===== src/rtl/br_wb_queue.sv =====
// rtl/br_wb_queue.sv - register-bank writeback queue with read-port forwarding
//
// Buffers register writeback requests in a small FIFO and drains one entry
// per cycle onto the bank write port (RegW/Dir/Din). Pending entries are
// snooped by the two bank read addresses so readers see the newest value.
//
// Ports:
//   clk, rst                 clock (rising edge), asynchronous active-high reset
//   in_valid/in_ready        writeback request handshake (in_ready = !full)
//   in_dir, in_data          destination register and value
//   wb_hold                  suspend draining while high
//   RegW, Dir, Din           bank write port (Dir/Din are 0 when RegW=0)
//   RA1, RA2                 bank read addresses being snooped
//   hit1/fwd1, hit2/fwd2     forwarding result, youngest matching entry
//   count, empty             occupancy
//
// Configuration macro: BR_WB_FWD_EN
//   defined   -> forwarding comparators present
//   undefined -> hit*/fwd* tied to 0, queue and drain unchanged

module br_wb_queue #(
    parameter int DEPTH = 4,
    parameter int AW    = 5,
    parameter int DW    = 32
) (
    input  logic                     clk,
    input  logic                     rst,
    input  logic                     in_valid,
    output logic                     in_ready,
    input  logic [AW-1:0]            in_dir,
    input  logic [DW-1:0]            in_data,
    input  logic                     wb_hold,
    output logic                     RegW,
    output logic [AW-1:0]            Dir,
    output logic [DW-1:0]            Din,
    input  logic [AW-1:0]            RA1,
    input  logic [AW-1:0]            RA2,
    output logic                     hit1,
    output logic                     hit2,
    output logic [DW-1:0]            fwd1,
    output logic [DW-1:0]            fwd2,
    output logic [$clog2(DEPTH):0]   count,
    output logic                     empty
);

    localparam int PW = $clog2(DEPTH);
    localparam int CW = PW + 1;

    logic [AW-1:0] ent_dir_q  [DEPTH];
    logic [DW-1:0] ent_data_q [DEPTH];

    logic [PW-1:0] wr_ptr_q, wr_ptr_d;
    logic [PW-1:0] rd_ptr_q, rd_ptr_d;
    logic [CW-1:0] count_q,  count_d;

    logic full;
    logic push;
    logic pop;

    always_comb begin
        full     = (count_q == CW'(DEPTH));
        empty    = (count_q == '0);
        count    = count_q;
        // Full blocks the request even if the head pops this cycle.
        in_ready = !full;
        // Writes to register 0 complete the handshake but are dropped.
        push     = in_valid && in_ready && (in_dir != '0);
        RegW     = !empty && !wb_hold;
        pop      = RegW;
        Dir      = RegW ? ent_dir_q[rd_ptr_q]  : '0;
        Din      = RegW ? ent_data_q[rd_ptr_q] : '0;

        wr_ptr_d = push ? wr_ptr_q + 1'b1 : wr_ptr_q;
        rd_ptr_d = pop  ? rd_ptr_q + 1'b1 : rd_ptr_q;
        count_d  = count_q;
        if (push && !pop) begin
            count_d = count_q + 1'b1;
        end else if (pop && !push) begin
            count_d = count_q - 1'b1;
        end
    end

    always_ff @(posedge clk or posedge rst) begin
        if (rst) begin
            wr_ptr_q <= '0;
            rd_ptr_q <= '0;
            count_q  <= '0;
        end else begin
            wr_ptr_q <= wr_ptr_d;
            rd_ptr_q <= rd_ptr_d;
            count_q  <= count_d;
        end
    end

    // Entry storage is not reset; occupancy alone defines validity.
    always_ff @(posedge clk) begin
        if (push) begin
            ent_dir_q[wr_ptr_q]  <= in_dir;
            ent_data_q[wr_ptr_q] <= in_data;
        end
    end

`ifdef BR_WB_FWD_EN
    // Walk from head (oldest) to tail so a later match overrides an
    // earlier one, leaving the youngest matching entry's data.
    always_comb begin
        logic [PW-1:0] idx;
        hit1 = 1'b0;
        hit2 = 1'b0;
        fwd1 = '0;
        fwd2 = '0;
        idx  = '0;
        for (int k = 0; k < DEPTH; k++) begin
            idx = rd_ptr_q + PW'(k);
            if (CW'(k) < count_q) begin
                if ((RA1 != '0) && (ent_dir_q[idx] == RA1)) begin
                    hit1 = 1'b1;
                    fwd1 = ent_data_q[idx];
                end
                if ((RA2 != '0) && (ent_dir_q[idx] == RA2)) begin
                    hit2 = 1'b1;
                    fwd2 = ent_data_q[idx];
                end
            end
        end
    end
`else
    logic unused_ra;
    assign unused_ra = ^{RA1, RA2};
    assign hit1 = 1'b0;
    assign hit2 = 1'b0;
    assign fwd1 = '0;
    assign fwd2 = '0;
`endif

endmodule

===== config.mk =====
export PLATFORM = sky130hd
export DESIGN_NAME = br_wb_queue
export DESIGN_NICKNAME = d
export VERILOG_FILES = /design/src/rtl/br_wb_queue.sv
export SDC_FILE = /design/constraint.sdc
export NUM_CORES = 1
export LEC_CHECK = 0
export ABC_CLOCK_PERIOD_IN_PS = 2600
export CAP_MARGIN = 30
export CELL_PAD_IN_SITES_DETAIL_PLACEMENT = 1
export CELL_PAD_IN_SITES_GLOBAL_PLACEMENT = 1
export CORE_MARGIN = 4
export CORE_UTILIZATION = 41
export DETAILED_ROUTE_END_ITERATION = 7
export PLACE_DENSITY = 0.76
export SETUP_SLACK_MARGIN = 0.3
export SLEW_MARGIN = 5
export SYNTH_ARGS = -nofsm -noshare
export SYNTH_HDL_FRONTEND = slang
export SYNTH_SLANG_ARGS = --single-unit

===== constraint.sdc =====
create_clock -name clk -period 2.6 [get_ports clk]
set_clock_uncertainty 0.1 [all_clocks]
set_input_delay 0.78 -clock clk [delete_from_list [all_inputs] [get_ports clk]]
set_output_delay 0.78 -clock clk [all_outputs]
set_load 0.005 [all_outputs]

# Word level (Yosys, flattened, before mapping)
# Memories as Yosys holds them, arrays and structs flattened.
# Index checks and enable logic that the tools add are counted.
[op_classes]
addsub = 4
eq_ne = 1
mux = 6
n_reduce_logical = 13
[ops]
columns = ["cell", "n"]
rows = [
  ["2-to-1 mux 32 bit", 1],
  ["2-to-1 mux 3 bit", 2],
  ["logical AND 1 bit", 5],
  ["zero test 1 bit", 5],
  ["2-to-1 mux 5 bit", 1],
  ["nonzero test 5 bit", 1],
  ["adder 2 x 1 -> 2 bit (second input constant)", 2],
  ["adder 3 x 1 -> 3 bit (second input constant)", 1],
  ["equality test 3 bit (second input constant)", 1],
  ["zero test 3 bit", 1],
  ["subtractor 3 x 1 -> 3 bit (second input constant)", 1],
  ["2-to-1 mux 1 bit", 2],
  ["nonzero test 2 bit", 1],
]
[word_totals]
regBits = 7
ram_bits = 148
word_cells = 29
memories = 2
[memory_table]
columns = ["memory", "words", "width", "read_ports", "rd_clocked_by_memory_dff", "write_ports", "line_no", "rtl"]
rows = [
  ["ent_data_q", 4, 32, 1, 0, 1, "50", "logic [DW-1:0] ent_data_q [DEPTH];"],
  ["ent_dir_q", 4, 5, 1, 0, 1, "49", "logic [AW-1:0] ent_dir_q [DEPTH];"],
]

# Logic depth before layout (Yosys ltp)
# Gate-level depths: netlist of run 1.
[logic_depth]
depth_word = 8
depth_mapped = 8
depth_no_buf = 8

# Worst setup path before layout of run 1
# Ideal clock, no wire load.
[synth_path]
path_kind = "input -> register"
from = "input in_dir[0]"
to = "register count_q[1], in the netlist count[1]"
setup_ns = 0.125
arrival_time_ns = 2.463
slack_ns = -0.088
path_stages = 6
path_cell_list = "or4_4 -> o211a_4 -> ha_1 -> inv_1 -> fa_1 -> mux2_2"
[synth_via]
elab_cells_between_ends = 7
[synth_lines]
columns = ["item", "line_no", "rtl"]
rows = [
  ["from (decl)", "30", "input logic [AW-1:0] in_dir,"],
  ["nonzero test 5 bit", "67", "push = in_valid && in_ready && (in_dir != '0);"],
  ["logical AND 1 bit", "67", ""],
  ["via push", "57", "logic push;"],
  ["logical AND 1 bit", "76", "if (push && !pop) begin"],
  ["2-to-1 mux 3 bit", "76", ""],
  ["via count_d[1]", "54", "logic [CW-1:0] count_q, count_d;"],
  ["to (signal assigned)", "91", "count_q <= count_d;"],
  ["to (decl)", "54", ""],
]
# The timed path passes the listed nets, and every way through them passes these cells.
# A chain may end at the register's enable or synchronous reset.

# Worst setup path in the final report of run 1
[layout_path]
from = "register rd_ptr_q[0]"
to = "output Din[19]"
[layout_via]
elab_chain_cells = 2
[layout_lines]
columns = ["item", "line_no", "rtl"]
rows = [
  ["from (decl)", "53", "logic [PW-1:0] rd_ptr_q, rd_ptr_d;"],
  ["from (signal assigned)", "90", "rd_ptr_q <= rd_ptr_d;"],
  ["memory (4 x 32 bit)", "--", ""],
  ["2-to-1 mux 32 bit", "71", "Din = RegW ? ent_data_q[rd_ptr_q] : '0;"],
  ["to (decl)", "35", "output logic [DW-1:0] Din,"],
]
# Every way passes these cells.

==> summary.md, run 1 <==
| Metric | Value |
|---|---|
| Die height | 134 um |
| Rows | 45 |
| Slowest cell on crit path | dfrtp_4 |
| IO Count | 160 |
| Clk_lat worst skew | 0.42 ns |
| DRT Pass-1 Iters | 4 |
| Final TNS setup | -12.69 ns |
| Violation count after the first detailed-route iteration | 188 |
| H-tree depth | 4 |
| Max Root-Sink Buffers | 2 |
| Worst Path Required | 1.72 ns |
| Die Area | 18000 um2 |
| WL final | 17100 um |
| Fmax | 0.342 GHz |
| Post-DRT Antenna Nets | 0 |
| VDD IR-drop max | 613 uV |
| Hold WS | 0.526 ns |
| Post-synthesis area per instance | 19.3 um2 |
| Initial core utilization | 42.4% |
| Ratio of cells with drive above 1 in the final layout | 47.2% |
| Syn-to-layout area delta | 47.3% |
| Met1 wire length | 6900 um |
| Register area share after synthesis | 70.8% |
| Vias per Instance | 4.75 |
| Synthesized instance count | 338 |
| Clk sink count | 155 |
| CP Capture Type | output pin |
| R2r worst-path depth | 12 |
| Routed length on met2 | 9080 um |
| Post-DP Area | 7700 um2 |
| Static Leak | 0.00363 uW |
| ANT cells | 0 |
| Number of global-route vias before repair | 3894 |
| Final GP Congestion | 0.722 |
| Initial antenna violation count | 0 |
| Violations in the final reports | setup timing |
| Ys Warns | 0 |
| Final Critical Period | 2.92 ns |
| CTS root buffer | clkbuf_16 |
| DR WL/cell | 23.0 um |
| Crit Path Max Fanout | 6 |
| Post-route cell area | 9610 um2 |
| Crit path arrival time | 2.04 ns |
| Max Cap Viol | 0 |
| CP startpoint kind | flop |
| Hold-fix buffers at CTS | 0 |
| Finish-stage setup viols | 110 |
| Core region area | 15400 um2 |
| Setup Crit Path Kind | reg2out |
| HP Class | in2async |
| Outcome | finished with violations |
| Critical-path cell list | buf_12 -> buf_12 -> buf_12 -> mux4_2 -> and2_1 -> buf_2 |
| #FFs+latches synth | 155 |
| Synth Cell Area | 6520 um2 |
| Top layer in use | met4 |
| Port bufs | 83 |
| DR vias | 3539 |
| Crit-path max cell delay | 0.52 ns |
| Power per Cell Area | 1130 nW/um2 |
| Post-DP HPWL | 8470 um |
| Clk slew on worst S/H paths | 0.07 ns |
| First-pass GRT wire length | 25300 um |
| RSZ-0062 raised after global routing | true |
| Metal3 WL | 929 um |
| Hold Vio Cnt, Final | 0 |
| Yosys cell types | 26 |
| GRT Residual Overflow | 0 |
| Final std cells w/o fill | 745 |
| Final net count | 578 |
| Most used cell, CP | buf_12 |
| Largest net degree at the start of global routing | 24 |
| DRC Markers | 0 |
| CTS buffer count | 17 |
| DP Cell Count | 646 |
| GRT Total Usage | 19.8% |
| Die width | 134 um |
| Max-slew violations | 0 |
| Fin crit share | 112% |
| Final core occ | 62.5% |
| Worst Setup Slack, final | -0.324 ns |
| CTS tree | done |
[power breakdown]
group / internal (uW) / switching, uW / total, uW / leakage (uW)
clock network: 1510 / 993 / 2500 / 0.000277
registers: 3310 / 190 / 3500 / 0.00143
logic: 3050 / 1830 / 4880 / 0.00191
total: 7870 / 3010 / 10900 / 0.00363
[layout by cell type (no fill, tap or decap), types with 4 or more instances in the layout]
| cell | count |
|---|---|
| edfxtp_1 | 148 |
| conb_1 | 66 |
| buf_6 | 63 |
| mux4_2 | 37 |
| clkdlybuf4s50_1 | 35 |
| and2_4 | 33 |
| buf_12 | 29 |
| buf_16 | 19 |
| clkbuf_16 | 17 |
| buf_4 | 15 |
| and2_1 | 8 |
| buf_2 | 7 |
| clkinvlp_4 | 5 |
| dfrtp_1 | 5 |
| ha_1 | 4 |
[Yosys cell counts]
library cell / count / area (um2)
buf_2: 4 / 20.0
conb_1: 1 / 3.75
mux2_4: 1 / 15.0
mux4_2: 37 / 833
or2_2: 1 / 6.26
nor2_1: 1 / 3.75
inv_1: 5 / 18.8
buf_4: 67 / 503
xor2_1: 3 / 26.3
nor3_2: 1 / 10.0
fa_1: 1 / 20.0
clkbuf_1: 2 / 7.51
nor3b_1: 1 / 7.51
mux2_2: 1 / 11.3
xnor2_1: 3 / 26.3
or4_4: 1 / 11.3
buf_1: 2 / 7.51
dfrtp_1: 7 / 175
buf_6: 1 / 11.3
clkbuf_2: 2 / 10.0
edfxtp_1: 148 / 4440
or3b_2: 1 / 8.76
o211a_4: 1 / 17.5
ha_1: 5 / 62.6
and2_2: 4 / 30.0
and2_1: 37 / 231
[through the flow]
stage,setup slack [ns],power (uW)
floorplan,-0.0575,5110
global placement,-0.683,6400
detailed placement,-0.744,6530
CTS,-0.319,10600
global route,-0.393,11400
finish,-0.324,10900
[registers in the layout (all words and copies together), names as in the netlist]
register    flops
ent_dir_q      20
ent_data_q    128
rd_ptr_q        2
count           3
wr_ptr_q        2
[path summary, 6_finish.rpt]
| path | start | to | slack, ns |
|---|---|---|---|
| worst min-delay path | rst | count[2] | 0.53 |
| worst max register to register | count[0] | count[1] | -0.15 |
| worst max-delay path | rd_ptr_q[0] | Din[19] | -0.32 |
| max in group asynchronous | rst | rd_ptr_q[0] | 1.56 |
| worst min register to register | wr_ptr_q[1] | wr_ptr_q[1] | 0.53 |
| min in group clk | wr_ptr_q[1] | wr_ptr_q[1] | 0.53 |
[logic make-up after synthesis]
family	share of synthesized area, %
multiplexers	13.2
buffers and inverters	8.86
other	0.0575
AND/OR/NAND/NOR	4.74
XOR/XNOR	0.806
AO/OA/AOI/OAI	0.269
flip-flops	70.8
adder cells (fa/ha/maj)	1.27
[cell type report]
cell class | count | area [um2]
flip-flops and latches | 155 | 4620
clock buffers | 18 | 429
clock inverters | 14 | 171
well taps | 211 | 264
repair buffers | 177 | 2390
multi-input cells | 165 | 1700
fillers | 1368 | 5760
inverters | 5 | 26.3
[critical path, delay by kind of cell (launching register included)]
| family | cells | cell delay (ns) |
|---|---|---|
| buf+inv | 4 | 0.51 |
| mux | 1 | 0.43 |
| simple gates | 1 | 0.15 |
| flops | 1 | 0.52 |
[metal layers]
metal,GRT usage [%],vias up
met5,0,-
li1,-,1540
met2,35.2,138
met3,4.88,17
met1,24.3,1844
met4,5.49,0
[what timing repair did]
action / 4_1_cts / 5_1_grt
endpoints found under the setup margin: 195 / 196
buffers inserted: 42 / 6
resized for setup: 282 / 24
pin swaps: 49 / 8
cloned: 19 / 0
No activity file was read; power rests on OpenSTA's default activity.
==> inputs of run 2 (changes only) <==
Settings changed: REMOVE_ABC_BUFFERS set to 1, SKIP_LAST_GASP set to 1.
==> run 2 against run 1 <==
Effect of this change:
- the flow still finishes with violations (setup timing)
- global-route usage is 3.4 points lower
- worst hold slack worse by 0.039 ns
- sequential share of layout area is 1.9 points higher
- power is 6.6% lower
- clock-buffer cell count is 1 higher
- die area stayed put
- setup slack better by 0.054 ns
- fmax is 1.9% higher
- first-iteration DRC count is 12% higher
- largest cell class unchanged
- cell area is 3.8% lower
==> summary.md, run 2 (synthesis gave the netlist of run 1 again) <==
| Metric | Value |
|---|---|
| Violation count after the first detailed-route iteration | 210 |
| Worst Path Required | 1.72 ns |
| Hold Path End | wr_ptr_q[1] |
| Die Area | 18000 um2 |
| Max Cap Viol | 0 |
| First-pass GRT wire length | 21500 um |
| Final Critical Period | 2.87 ns |
| Number of global-route vias before repair | 3685 |
| Clk sink count | 155 |
| CTS buffer count | 17 |
| Setup Crit Path Kind | reg2out |
| Hold-fix buffers at CTS | 0 |
| HP Class | reg2reg |
| DRT Pass-1 Iters | 4 |
| Violations in the final reports | setup timing |
| Die height | 134 um |
| Final std cells w/o fill | 739 |
| R2r worst-path depth | 9 |
| GRT Residual Overflow | 0 |
| Die width | 134 um |
| Power per Cell Area | 1100 nW/um2 |
| Max Root-Sink Buffers | 2 |
| Post-DRT Antenna Nets | 0 |
| Port bufs | 83 |
| CTS tree | done |
| CP Capture Type | output pin |
| Largest net degree at the start of global routing | 21 |
| Commonest non-fill, non-tap cell in the layout | edfxtp_1 |
| Initial core utilization | 42.4% |
| Max-slew violations | 0 |
| RR Startpoint | count[0] |
| Final TNS setup | -8.27 ns |
| H-tree depth | 4 |
| RSZ-0062 raised after global routing | true |
| Hold Vio Cnt, Final | 0 |
| Clk slew on worst S/H paths | 0.06 ns |
| Worst hold path startpoint | wr_ptr_q[1] |
| Worst Setup Slack, final | -0.270 ns |
| Initial antenna violation count | 0 |
| Vias per Instance | 4.68 |
| Max FFs per register | 128 |
| Rows | 45 |
| CP startpoint kind | flop |
| Final core occ | 60.2% |
| Post-DP HPWL | 8410 um |
| Final net count | 572 |
| Hold path cells | 1 |
| Finish-stage setup viols | 38 |
| Pre-CTS setup slack | -0.804 ns |
| Clk_lat worst skew | 0.42 ns |
| Reg with most FFs | ent_data_q |
| WL final | 16000 um |
| Static Leak | 0.00350 uW |
| Fmax | 0.348 GHz |
| GRT Total Usage | 16.4% |
| Ratio of cells with drive above 1 in the final layout | 46.2% |
| Crit Path Max Fanout | 5 |
| IO Count | 160 |
| Syn-to-layout area delta | 41.8% |
| Fin crit share | 110% |
| Outcome | finished with violations |
| Reg2Reg Setup Slack | 0.15 ns |
| Most frequent cells in the layout | 148 x edfxtp_1, 66 x conb_1, 47 x buf_6 |
| DP Cell Count | 648 |
| Reg2reg end | count[1] |
| DR vias | 3462 |
| DR WL/cell | 21.6 um |
| VDD IR-drop max | 530 uV |
| DRC Markers | 0 |
| Core region area | 15400 um2 |
| Final GP Congestion | 0.743 |
| CTS root buffer | clkbuf_16 |
| ANT cells | 0 |
| Crit path arrival time | 1.99 ns |
==> run 2: changes by cell type in the layout (fill, tap and decap cells not counted), moves of 3 or more <==
cell           before  now
buf_16             19    4
dlygate4sd2_1       1    5
buf_6              63   47
buf_4              15   24
and2_1              8   11
and2_4             33   30
buf_8               1    5
clkbuf_16          17   31
buf_12             29   16
buf_2               7   16
==> run 2: critical path: stages (launching register included) <==
cell           delay [ns]
dfrtp_4              0.49
buf_12               0.14
mux4_2               0.50
and2_1               0.17
dlygate4sd2_1        0.26
==> run 2: metrics by stage <==
step	total power (uW)	hold WS, ns	instance area, um2
6_report	10200	0.487	9250
3_3_place_gp	6380	0.455	7670
3_5_place_dp	6490	0.474	7670
4_1_cts	9600	0.483	8730
5_1_grt	10700	0.523	9250
2_1_floorplan	4940	0.413	6210
==> run 2: power breakdown <==
group / internal (uW) / switching (uW)
Clock: 1470 / 983
Combinational: 2600 / 1630
Sequential: 3300 / 177
==> run 2: worst max-delay path by stage <==
stage,startpoint,to,slack [ns],cells after the start
4_1_cts,rd_ptr_q[0],Din[13],-0.29,4
5_1_grt,rd_ptr_q[0],Dir[3],-0.33,5
3_3_place_gp,wb_hold,Din[17],-0.78,6
3_5_place_dp,wb_hold,Din[20],-0.80,6
6_report,rd_ptr_q[0],Din[13],-0.27,4
2_1_floorplan,rd_ptr_q[0],Din[0],-0.68,2
==> run 2: timing repair <==
action / in CTS / in global routing
buffers inserted: 30 / 8
endpoints found under the hold margin: 0 / 0
cloned: 4 / 17
endpoints found under the setup margin: 194 / 191
gates resized for setup: 243 / 34
pin swaps: 37 / 14
==> run 2: cell type report <==
class	count	area (um2)
clock buffers	19	453
clock inverters	13	144
fillers	1362	6120
inverters	5	23.8
multi-input cells	165	1670
flip-flops and latches	155	4620
well taps	211	264
repair buffers	171	2060
==> run 2: layer usage <==
| metal | wire length [um] | share of wire, % | global-route usage [%] |
|---|---|---|---|
| met4 | 198 | 1.2 | 5.32 |
| met1 | 6420 | 40 | 20.4 |
| met5 | 0 | 0 | 0 |
| met2 | 8210 | 51 | 28.4 |
| met3 | 1150 | 7.2 | 4.09 |
==> RTL change 1, RTL diff (settings of run 1) <==
The parameter `AW` goes from 5 to 3.
--- a/src/rtl/br_wb_queue.sv
+++ b/src/rtl/br_wb_queue.sv
@@ -21,5 +21,5 @@
 module br_wb_queue #(
     parameter int DEPTH = 4,
-    parameter int AW    = 5,
+    parameter int AW    = 3,
     parameter int DW    = 32
 ) (
Interface: changed (resized Dir, RA1, RA2 and in_dir); port bits go from 160 to 152. The function was not compared with the original's and may differ.
==> RTL change 1 against run 1 <==
The run still ends with negative setup slack left. Non-clock buffer count is 40 lower. Setup slack better by 0.074 ns. Synthesized cell count is 3.6% lower. Register-to-register slack better by 0.59 ns. Sequential power is 7.4% lower. Cell area is 12% lower. Cell count is 10% lower. Power is 16% lower. Die area is 3.7% lower. Synthesized area is 3.9% lower. Clock power is 9.6% lower. Sequential cell count is 8 lower. Wire length is 24% lower. Largest cell class unchanged.
==> RTL change 1: results (changes against run 1) <==
Run status
  • Failing checks: negative setup slack
  • Status: complete, but fails checks

Placed design
  • Setup WS pre-CTS: -0.698 ns (+0.0458 ns)
  • RD Place Congestion: 0.718 (-0.50%)
  • Buffers on Ports: 79 (-4.8%)

Setup path
  • Worst reg2reg endpoint: ent_data_q[2][28]$_DFFE_PP_
  • Critical Path Slowest Stage Cell: mux4_2
  • R2R depth: 10 (-2)
  • Critical Path Fanout Max: 5 (-1)
  • Worst path max stage delay: 0.50 ns (-0.02 ns)

Yosys
  • EDFF count, synth: 140 (-5.4%)
  • Sequential area share after synthesis: 69.9% (-0.95 points)
  • Leading post-synthesis cells by cell area: edfxtp_1 67%, mux4_2 10%, buf_4 7.9%
  • Most frequent cells after synthesis: 140 x edfxtp_1, 66 x buf_4, 39 x and2_1
  • Post-synthesis cell type count: 25 (-3.8%)

Final layout
  • Nets: 521 (-9.9%)
  • Share of layout cells above drive strength 1: 42.7% (-4.5 points)

GRT
  • Largest net degree at the start of global routing: 31 (+29%)
  • First-pass GRT wire length: 20.2 mm (-20%)
  • All-layer global routing usage: 15.6% (-4.2 points)
  • Vias in the first global route: 3569 (-8.3%)
  • Initial antenna violation count: 1 (+1)

Detailed routing
  • DRT iter0 DRCs: 149 (-21%)

STA
  • Final worst slack: -0.250 ns (+0.0736 ns)
  • Setup Viol. Count Final: 35 (-68%)

Min path
  • Worst hold-check path type: reg -> reg

Pwr
  • Leakage: 3.16 nW (-13%)
[RTL change 1: worst max-delay path by stage]
| stage | from | to |
|---|---|---|
| floorplan | wb_hold | Din[10] |
| global placement | wb_hold | Dir[2] |
| detailed placement | wb_hold | Dir[2] |
| CTS | rd_ptr_q[0]$_DFFE_PP0P_ | Din[25] |
| global route | rd_ptr_q[0]$_DFFE_PP0P_ | Din[13] |
| finish | rd_ptr_q[0]$_DFFE_PP0P_ | Din[19] |
[RTL change 1: logic make-up after synthesis]
kind of cell | count (synthesis) | share of synthesized area, %
fa+ha+maj | 6 | 1.32
buf+inv | 82 | 9.86
flops | 147 | 69.9
compound gates | 2 | 0.200
xor+xnor | 6 | 0.839
other cells | 1 | 0.0598
mux | 37 | 13.4
simple gates | 45 | 4.49
[RTL change 1: area by class of cell]
class                      count  area, um^2
clock inverter                13         118
multi-input combinational    162        1610
fill                        1351        6350
clock buffer                  19         433
tap                          184         230
inverter                       5        26.3
timing repair buffer         137        1610
sequential                   147        4380
[RTL change 1: worst reg2reg max path, stage by stage (launching register included)]
cell and delay [ns]:
dfrtp_1 0.40, buf_6 0.13, buf_8 0.12, nor2_4 0.13, buf_4 0.14, a21oi_4 0.07, buf_4 0.14, buf_4 0.13
buf_4 0.15, and2_2 0.23, buf_12 0.18
[RTL change 1: metrics by stage]
step | hold slack [ns] | cell area (um^2) | util, % | cells
floorplan | 0.434 | 6520 | - | 391
global placement | 0.448 | 7310 | 49.5 | 604
detailed placement | 0.473 | 7310 | 49.5 | 604
CTS | 0.486 | 8190 | 55.5 | 661
global route | 0.538 | 8410 | 57.0 | 667
finish | 0.485 | 8410 | 57.0 | 667
[RTL change 1: power by group]
| group | switching [mW] | internal (mW) | total [mW] |
|---|---|---|---|
| Combinational | 1.40 | 2.25 | 3.65 |
| Clock | 0.868 | 1.39 | 2.26 |
| Sequential | 0.145 | 3.09 | 3.24 |
| Total | 2.41 | 6.73 | 9.14 |
[RTL change 1: routing by layer]
metal  wire length, um  share of wire [%]  up-vias  global-route usage [%]
li1                  -                  -     1394                       -
met2              7080                 54      119                    28.5
met1              5070                 39     1613                    17.3
met4                93               0.71        2                    4.43
met3               811                6.2       14                    5.62
met5                20               0.15        -                       0
[RTL change 1: timing repair]
item	4_1_cts	5_1_grt
gates cloned	4	0
endpoints found under the setup margin	43	40
gates resized for setup	219	42
hold buffers	0	0
pin swaps	40	7
buffers inserted	21	6
==> RTL change 2, RTL diff (config.mk and constraints of run 1) <==
Without the edit above. Reset style: synchronous (`rst`), changed in one clocked block. Comments in the files are not updated.
--- a/src/rtl/br_wb_queue.sv
+++ b/src/rtl/br_wb_queue.sv
@@ -81,5 +81,5 @@
     end
 
-    always_ff @(posedge clk or posedge rst) begin
+    always_ff @(posedge clk) begin
         if (rst) begin
             wr_ptr_q <= '0;
Function: differs if rst is asserted again (counterexample within 4 cycles, from zero or initial values and one cycle with rst high); with rst held inactive, the same outputs for 10 cycles.
==> RTL change 2 against run 1 <==
Power down 25%. Cell area fell by 6.5%. Sequential cell count grew 2. Synthesized area is 0.88% higher. Fmax is 3.4% higher. Setup slack improved by 0.097 ns. Critical endpoint is now Din[16]. First-iteration DRC count is 20% lower. Global-route usage fell by 3.6 points. The flow still finishes with violations (negative setup slack). Wire length down 17%.
==> RTL change 2: results (changes against run 1) <==
Run status
  • Status: complete, but fails checks
  • Failing checks: negative setup slack

Final layout
  • Multi-input gate count: 176 (+6.7%)
  • Fraction of area in multi-input gates: 19.3% (+1.6 points)
  • Fillers: 1437 (+5.0%)
  • Fraction of area in registers: 51.6% (+3.5 points)
  • Final non-clock buffer share: 19.8% (-5.1 points)
  • Clk tree area frac: 5.93% (-0.32 points)
  • Final-layout clock buffer total: 19 (+1)
  • Seq Cell Count: 157 (+1.3%)
  • Buffers, non-clock: 157 (-11%)
  • Share of layout cells above drive strength 1: 44.4% (-2.8 points)
  • Final Util: 56.7% (-5.8 points)

Setup path
  • Worst path max stage delay: 0.50 ns (-0.02 ns)
  • Critical Path Slowest Stage Cell: mux4_2
  • Crit-path leading delay family: multiplexers
  • Critical Path Fanout Max: 7 (+1)
  • Crit path capture: Din[16]
  • R2R Setup Slk: 0.35 ns (+0.50 ns)
  • Worst reg2reg endpoint: count[2]$_SDFFE_PP0P_

Pwr
  • Int Power: 6.08 mW (-23%)
  • Combinational power: 2.73 mW (-44%)
  • Max VDD drop: 0.470 mV (-23%)
  • Clock-net power: 2.23 mW (-11%)
  • Leakage: 3.32 nW (-8.5%)

Detailed routing
  • Via density: 4.64 (-2.3%)
  • WL/cell: 19.2 um (-17%)
  • WL met2: 7.62 mm (-16%)
  • Wire length on met3: 832 um (-10%)
  • DRT iter0 DRCs: 151 (-20%)
  • Top sig layer: met5
  • Met1 WL: 5.52 mm (-20%)

Placed design
  • Setup WS pre-CTS: -0.795 ns (-0.0512 ns)
  • DP Area: 7800 um^2 (+1.3%)
  • Placed cells: 669 (+3.6%)
  • DP HPWL: 9.00 mm (+6.3%)
  • RD Place Congestion: 0.701 (-2.8%)

Yosys
  • Post-synthesis adder-cell area fraction: 1.25% (-0.011 points)
  • Synth async-reset ratio: 0% (-4.5 points)
  • Most frequent cells after synthesis: 148 x edfxtp_1, 70 x buf_4, 37 x and2_1, 37 x mux4_2, 9 x dfxtp_1
  • Leading post-synthesis cells by cell area: edfxtp_1 68%, mux4_2 13%, buf_4 8.0%
  • XOR/XNOR share of the synthesized area: 0.266% (-0.54 points)
  • Mux contribution to synthesized area: 13.2% (+0.018 points)
  • Largest family of logic cells by synthesized area: multiplexers
  • Sequential area share after synthesis: 70.3% (-0.54 points)
  • Synth Area in Compound Gates: 0.837% (+0.57 points)
  • Post-synthesis cell type count: 29 (+12%)

STA
  • Setup Viol. Count Final: 37 (-66%)
  • Final worst slack: -0.227 ns (+0.0973 ns)
  • Post-route setup TNS: -6.00 ns (+6.69 ns)

Clock network
  • Setup repair bufs after CTS: 35 (-17%)
  • PostCTS Resize Cnt: 266 (-5.7%)

GRT
  • Vias in the first global route: 3896 (+0.051%)
  • Met3 Track Usage GR: 4.77% (-0.11 points)
  • Grt met1 use: 18.6% (-5.7 points)
  • Met2 Use GR: 28.7% (-6.6 points)
  • All-layer global routing usage: 16.3% (-3.6 points)
  • Largest net degree at the start of global routing: 22 (-8.3%)
  • Initial antenna violation count: 1 (+1)

Min path
  • Worst hold-check path type: reg -> reg
-- RTL change 2: cell types whose count changed in the layout (fill, tap and decap cells not counted), moves of 4 or more --
cell and change:
buf_4 +11, and2_2 +4, dfxtp_1 +4, buf_6 -7
buf_16 -17, buf_12 -8, dfrtp_1 -5
-- RTL change 2: worst min path at each step --
stage / from / end / slack [ns] / cells past startpoint
floorplan: rd_ptr_q[1]$_SDFFE_PP0P_ / flop / 0.35 / 2
global placement: rd_ptr_q[1]$_SDFFE_PP0P_ / flop / 0.36 / 2
detailed placement: rd_ptr_q[1]$_SDFFE_PP0P_ / flop / 0.37 / 2
CTS: rd_ptr_q[1]$_SDFFE_PP0P_ / flop / 0.38 / 2
global route: rd_ptr_q[1]$_SDFFE_PP0P_ / flop / 0.43 / 2
finish: rd_ptr_q[1]$_SDFFE_PP0P_ / flop / 0.40 / 2
